$ cat config.mk
export PLATFORM = sky130hd
export DESIGN_NAME = param_cache
export DESIGN_NICKNAME = d
export VERILOG_FILES = /design/src/rtl/param_cache.sv
export SDC_FILE = /design/constraint.sdc
export NUM_CORES = 1
export LEC_CHECK = 0
export ABC_AREA = 1
export CORE_AREA = 4 4 361 363
export CTS_CLUSTER_DIAMETER = 200
export DETAILED_ROUTE_END_ITERATION = 10
export DIE_AREA = 0 0 365 367
export SKIP_CTS_REPAIR_TIMING = 1
export SYNTH_ARGS = -nofsm -noshare
export SYNTH_HDL_FRONTEND = slang
export SYNTH_SLANG_ARGS = --single-unit
$ cat constraint.sdc
create_clock -name clock -period 3.12 [get_ports clock]
set_input_delay 0.624 -clock clock [delete_from_list [all_inputs] [get_ports clock]]
set_output_delay 0.624 -clock clock [all_outputs]
set_load 0.03 [all_outputs]
$ cat src/rtl/param_cache.sv
// param_cache: direct-mapped write-through, no-write-allocate cache with burst line fill over req/ack.
// Define CACHE_STATS_EN to enable the saturating hit/miss counters.
module param_cache #(
    parameter int ADDR_W  = 16,
    parameter int DATA_W  = 8,
    parameter int LINES   = 16,
    parameter int WORDS   = 4,
    parameter int STATS_W = 16
) (
    input  logic                     clock,
    input  logic                     reset,
    input  logic                     cpu_read,
    input  logic                     cpu_write,
    input  logic [ADDR_W-1:0]        cpu_addr,
    input  logic [DATA_W-1:0]        cpu_wdata,
    output logic [DATA_W-1:0]        cpu_rdata,
    output logic                     cpu_ready,
    output logic                     hit,
    output logic                     mem_req,
    output logic                     mem_we,
    output logic [ADDR_W-1:0]        mem_addr,
    output logic [DATA_W-1:0]        mem_wdata,
    input  logic [DATA_W-1:0]        mem_rdata,
    input  logic                     mem_ack,
    output logic [2:0]               state,
    output logic [$clog2(WORDS)-1:0] count,
    output logic [STATS_W-1:0]       hit_count,
    output logic [STATS_W-1:0]       miss_count
);
    localparam int OFF_W = $clog2(WORDS);
    localparam int IDX_W = $clog2(LINES);
    localparam int TAG_W = ADDR_W - IDX_W - OFF_W;

    typedef enum logic [2:0] {IDLE, LOOKUP, FILL, WRITE_MEM, RESPOND} state_t;

    state_t st, st_n;
    logic [ADDR_W-1:0] addr_q;
    logic [DATA_W-1:0] wdata_q;
    logic              wr_q, hit_q;
    logic [LINES-1:0]  valid;
    logic [TAG_W-1:0]  tags [LINES];
    logic [DATA_W-1:0] data [LINES][WORDS];
    logic [TAG_W-1:0]  a_tag;
    logic [IDX_W-1:0]  a_idx;
    logic [OFF_W-1:0]  a_off;
    logic              lookup_hit, ack;

    assign {a_tag, a_idx, a_off} = addr_q;
    assign lookup_hit = valid[a_idx] && tags[a_idx] == a_tag;
    assign ack = mem_req && mem_ack;
    assign state = st;

    always_ff @(posedge clock) begin
        if (reset) st <= IDLE;
        else st <= st_n;
    end

    always_comb begin
        st_n = st;
        case (st)
            IDLE:      st_n = (cpu_read || cpu_write) ? LOOKUP : IDLE;
            LOOKUP:    st_n = wr_q ? WRITE_MEM : (lookup_hit ? RESPOND : FILL);
            FILL:      st_n = (ack && &count) ? RESPOND : FILL;
            WRITE_MEM: st_n = ack ? RESPOND : WRITE_MEM;
            default:   st_n = IDLE;
        endcase
    end

    always_ff @(posedge clock) begin
        if (reset) begin
            valid     <= '0;
            addr_q    <= '0;
            wdata_q   <= '0;
            wr_q      <= 1'b0;
            hit_q     <= 1'b0;
            mem_req   <= 1'b0;
            mem_we    <= 1'b0;
            mem_addr  <= '0;
            mem_wdata <= '0;
            cpu_ready <= 1'b0;
            hit       <= 1'b0;
            cpu_rdata <= '0;
            count     <= '0;
        end else begin
            cpu_ready <= 1'b0;
            hit       <= 1'b0;
            cpu_rdata <= '0;
            case (st)
                IDLE: if (cpu_read || cpu_write) begin
                    addr_q  <= cpu_addr;
                    wdata_q <= cpu_wdata;
                    wr_q    <= !cpu_read;
                end
                LOOKUP: begin
                    hit_q <= lookup_hit;
                    if (wr_q) begin
                        if (lookup_hit) data[a_idx][a_off] <= wdata_q;
                        mem_req   <= 1'b1;
                        mem_we    <= 1'b1;
                        mem_addr  <= addr_q;
                        mem_wdata <= wdata_q;
                    end else if (lookup_hit) begin
                        cpu_ready <= 1'b1;
                        hit       <= 1'b1;
                        cpu_rdata <= data[a_idx][a_off];
                    end else begin
                        // the line stays invalid until its final word lands, so an abort leaves no stale line
                        valid[a_idx] <= 1'b0;
                        count        <= '0;
                        mem_req      <= 1'b1;
                        mem_we       <= 1'b0;
                        mem_addr     <= {a_tag, a_idx, {OFF_W{1'b0}}};
                    end
                end
                FILL: if (ack) begin
                    data[a_idx][count] <= mem_rdata;
                    if (&count) begin
                        valid[a_idx] <= 1'b1;
                        tags[a_idx]  <= a_tag;
                        mem_req      <= 1'b0;
                        count        <= '0;
                        cpu_ready    <= 1'b1;
                        hit          <= hit_q;
                        cpu_rdata    <= (a_off == count) ? mem_rdata : data[a_idx][a_off];
                    end else begin
                        count    <= count + 1'b1;
                        mem_addr <= {a_tag, a_idx, count + 1'b1};
                    end
                end
                WRITE_MEM: if (ack) begin
                    mem_req   <= 1'b0;
                    mem_we    <= 1'b0;
                    cpu_ready <= 1'b1;
                    hit       <= hit_q;
                end
                default: ;
            endcase
        end
    end

`ifdef CACHE_STATS_EN
    always_ff @(posedge clock) begin
        if (reset) begin
            hit_count  <= '0;
            miss_count <= '0;
        end else if (st == RESPOND) begin
            if (hit && !(&hit_count)) hit_count <= hit_count + 1'b1;
            if (!hit && !(&miss_count)) miss_count <= miss_count + 1'b1;
        end
    end
`else
    assign hit_count  = '0;
    assign miss_count = '0;
`endif
endmodule
==> results.md, run 1 <==
* CP Buf/Inv Count at 3
* # nets final at 3058
* Final slew viol count at 0
* Clk_lat worst skew at 0.64 ns
* Startpoint Class: flip-flop
* Critical Path AT at 3.59 ns
* Initial Util at 24.91%
* 1st-pass router iterations at 5
* Die W at 365 um
* Worst path most repeated cell: nand2_1
* Remaining Overflow, GRT at 0
* Most common cell after layout, fill and taps aside: edfxtp_1
* Cell Area, Synth at 31640 um^2
* Worst EP required at 3.64 ns
* Pleak at 13.57 nW
* Reg2reg setup slack at 0.06 ns
* Placed Area at 35260 um^2
* RD Place Congestion at 0.8765
* Worst min-delay path class: reg -> reg
* Clock-pin transition on the worst setup and hold timing paths at 0.06 ns
* # setup viols final at 0
* First-pass GRT wire length at 136600 um
* PwrDens at 729.8 nW/um^2
* Peak VDD IR at 0.4566 mV
* CTS Buf Count at 80
* Share of layout cells above drive strength 1 at 12.07%
* Fill count at 12910
* R2R Path End: cpu_rdata[0]
* Via count at 22410
* Crit path max fanout at 216
* Overall Global Routing Usage at 13.31%
* DR vias/cell at 4.724
* Area delta synth->final at 19.84%
* Fin. Hold Viols at 0
* Core area at 127000 um^2
* Tot Pwr at 0.02768 W
* Clock sinks at 759
* Pin count of the biggest net entering global routing at 217
* Syn avg cell area at 11.17 um^2
* CP max stage cell: o21ai_0
* CP Class: reg -> reg
* DRT antenna net count at 0
* Worst-path cell chain: clkinv_16, buf_12, o21ai_0, o221ai_1, o211ai_1, nand2_1, nand2_1, nand2_1, o31ai_1, a21oi_1, buf_4
* DRC Markers at 0
* Initial antenna violation count at 2
* WL/cell at 19.66 um
* Outcome: finished clean
* DP HPWL at 59600 um
* Post-route minimum period at 3.062 ns
* Vias in the first global route at 21540
* Post-route core utilization at 29.85%
* Root Driver: clkbuf_16
* Clock tree from TritonCTS: done
* Max clock buf depth at 3
* Final Routed Wirelength at 93240 um
* Total die area at 134000 um^2
* Worst R2R Path Depth at 11
* Crit end category: flip-flop
* Post-synthesis sequential area ratio at 69.27%
* Period utilization at 98.14%
* Most frequent cells in the layout: 672 x edfxtp_1, 461 x nor2_1, 400 x nand2_1
* Worst hold stages at 2
* Mapped Cells at 2832
* Ant diodes at 0
* H-tree level count at 3
* Hold wc startpoint: mem_addr[1]
* Slew @ Worst Pin at 1.270 ns
* CP max stage delay at 0.50 ns
* Post-synthesis register bit count at 759
* Number of DRC markers in iteration 0 at 2265
* Fmax achieved at 0.3266 GHz
* Distinct cell type count after synthesis at 32
* Row count at 131
* MaxCap Viol Count at 0
* Final instance area at 37920 um^2
* Relative slew slack at 15.36%
* Delay-heaviest family, CP: compound AO/OA/AOI/OAI gates
* Register area at 21930 um^2
* Chip height at 367 um
* Worst Hold Path EP: mem_addr[1]
* Port Buffers at 77
* Multi-input logic area at 8200 um^2
* I/O Pins at 110
* Final clock skew at 0.02721 ns
* Ys Warns at 0
* Setup TNS at 0 ns
[worst reg2reg max path, stage by stage, from the launching register on]
cell,delay [ns]
dfxtp_4,0.45
clkinv_16,0.14
buf_12,0.23
o21ai_0,0.93
o221ai_1,0.22
o211ai_1,0.21
nand2_1,0.12
nand2_1,0.15
nand2_1,0.07
o31ai_1,0.22
a21oi_1,0.06
buf_4,0.16
[cells in the mapped netlist]
library cell | count | area (um^2)
conb_1 | 1 | 3.750
or2_0 | 2 | 12.51
inv_1 | 163 | 611.8
nor3b_2 | 1 | 12.51
nand2_1 | 402 | 1509
buf_4 | 40 | 300.3
o21ai_0 | 351 | 1757
clkbuf_1 | 121 | 454.2
o211ai_1 | 51 | 382.9
nor2_1 | 468 | 1757
inv_2 | 7 | 26.28
dfxtp_1 | 87 | 1742
nand3_2 | 1 | 10.01
nand4_2 | 11 | 137.6
nand3_1 | 156 | 780.8
buf_1 | 6 | 22.52
nor2_2 | 3 | 18.77
and2_2 | 1 | 7.510
nand4_1 | 8 | 50.05
buf_2 | 39 | 195.2
buf_6 | 7 | 78.83
ha_1 | 4 | 50.05
o22ai_1 | 38 | 237.7
nor3_1 | 3 | 15.01
nand3b_1 | 2 | 15.01
a21oi_1 | 78 | 390.4
clkinv_1 | 2 | 7.510
o21ai_1 | 13 | 65.06
xnor2_1 | 2 | 17.52
o31ai_1 | 7 | 52.55
o221ai_1 | 85 | 744.5
edfxtp_1 | 672 | 20180
[stage by stage]
stage,setup WS [ns],instances,hold slack (ns)
floorplan,0.4344,2863,0.4509
global placement,0.05219,4592,0.4656
detailed placement,0.02935,4592,0.4702
CTS,-0.02589,4738,0.4833
global route,-0.001197,4743,0.5157
finish,0.05793,4743,0.4789
[area by class of cell]
type / instances / share of cell area [%]
Multi-Input combinational cell: 1719 / 21.62
Sequential cell: 759 / 57.84
Tap cell: 1662 / 5.484
Timing Repair inverter: 1 / 0.02969
Inverter: 172 / 1.805
Timing Repair Buffer: 284 / 6.612
Clock buffer: 110 / 5.870
Clock inverter: 36 / 0.7391
[sequential cells by signal (all words and copies together) (netlist names), 2 cells and up, named ones only]
register   cells
data         512
tags         160
addr_q        16
mem_addr      16
cpu_rdata      8
mem_wdata      8
wdata_q        8
state          3
count          2
[how the worst max path moves through the flow]
stage / to / slack, ns / cells past startpoint
5_1_grt: data[6][21] / -0.001 / 18
4_1_cts: data[3][14] / -0.03 / 17
3_5_place_dp: data[3][15] / 0.03 / 17
2_1_floorplan: data[0][16] / 0.43 / 13
6_report: cpu_rdata[0] / 0.06 / 11
3_3_place_gp: data[4][15] / 0.05 / 17
[per-layer routing]
metal	routed length [um]	up-vias	track usage [%]
li1	-	10340	-
met1	39700	10990	17.88
met2	42990	921	21.10
met3	7054	157	2.542
met4	3472	4	5.409
met5	21	-	0
[power breakdown]
| group | total [W] | switching [W] | leakage, nW | internal [W] |
|---|---|---|---|---|
| clock network | 0.00916 | 0.00397 | 1.24 | 0.00519 |
| logic | 0.00652 | 0.00467 | 5.47 | 0.00185 |
| registers | 0.0120 | 0.000244 | 6.86 | 0.0118 |
| total | 0.0277 | 0.00888 | 13.6 | 0.0188 |
[cells by family (layout without fill, tap and decap cells)]
logic type | after synthesis | after routing | synth area share [%]
flip-flops | 759 | 759 | 69.27
other | 1 | 32 | 0.01185
adder cells (fa/ha/maj) | 4 | 4 | 0.1582
XOR/XNOR | 2 | 2 | 0.05537
buffers and inverters | 385 | 603 | 5.362
AO/OA/AOI/OAI | 623 | 623 | 11.47
AND/OR/NAND/NOR | 1058 | 1058 | 13.67
(Power assumes the default switching activity.)
==> run 2: changes to the inputs <==
GPL_ROUTABILITY_DRIVEN = 0   (was not set)
==> results of run 2 <==
Final layout, timing and power as in run 1 (identical DEF).
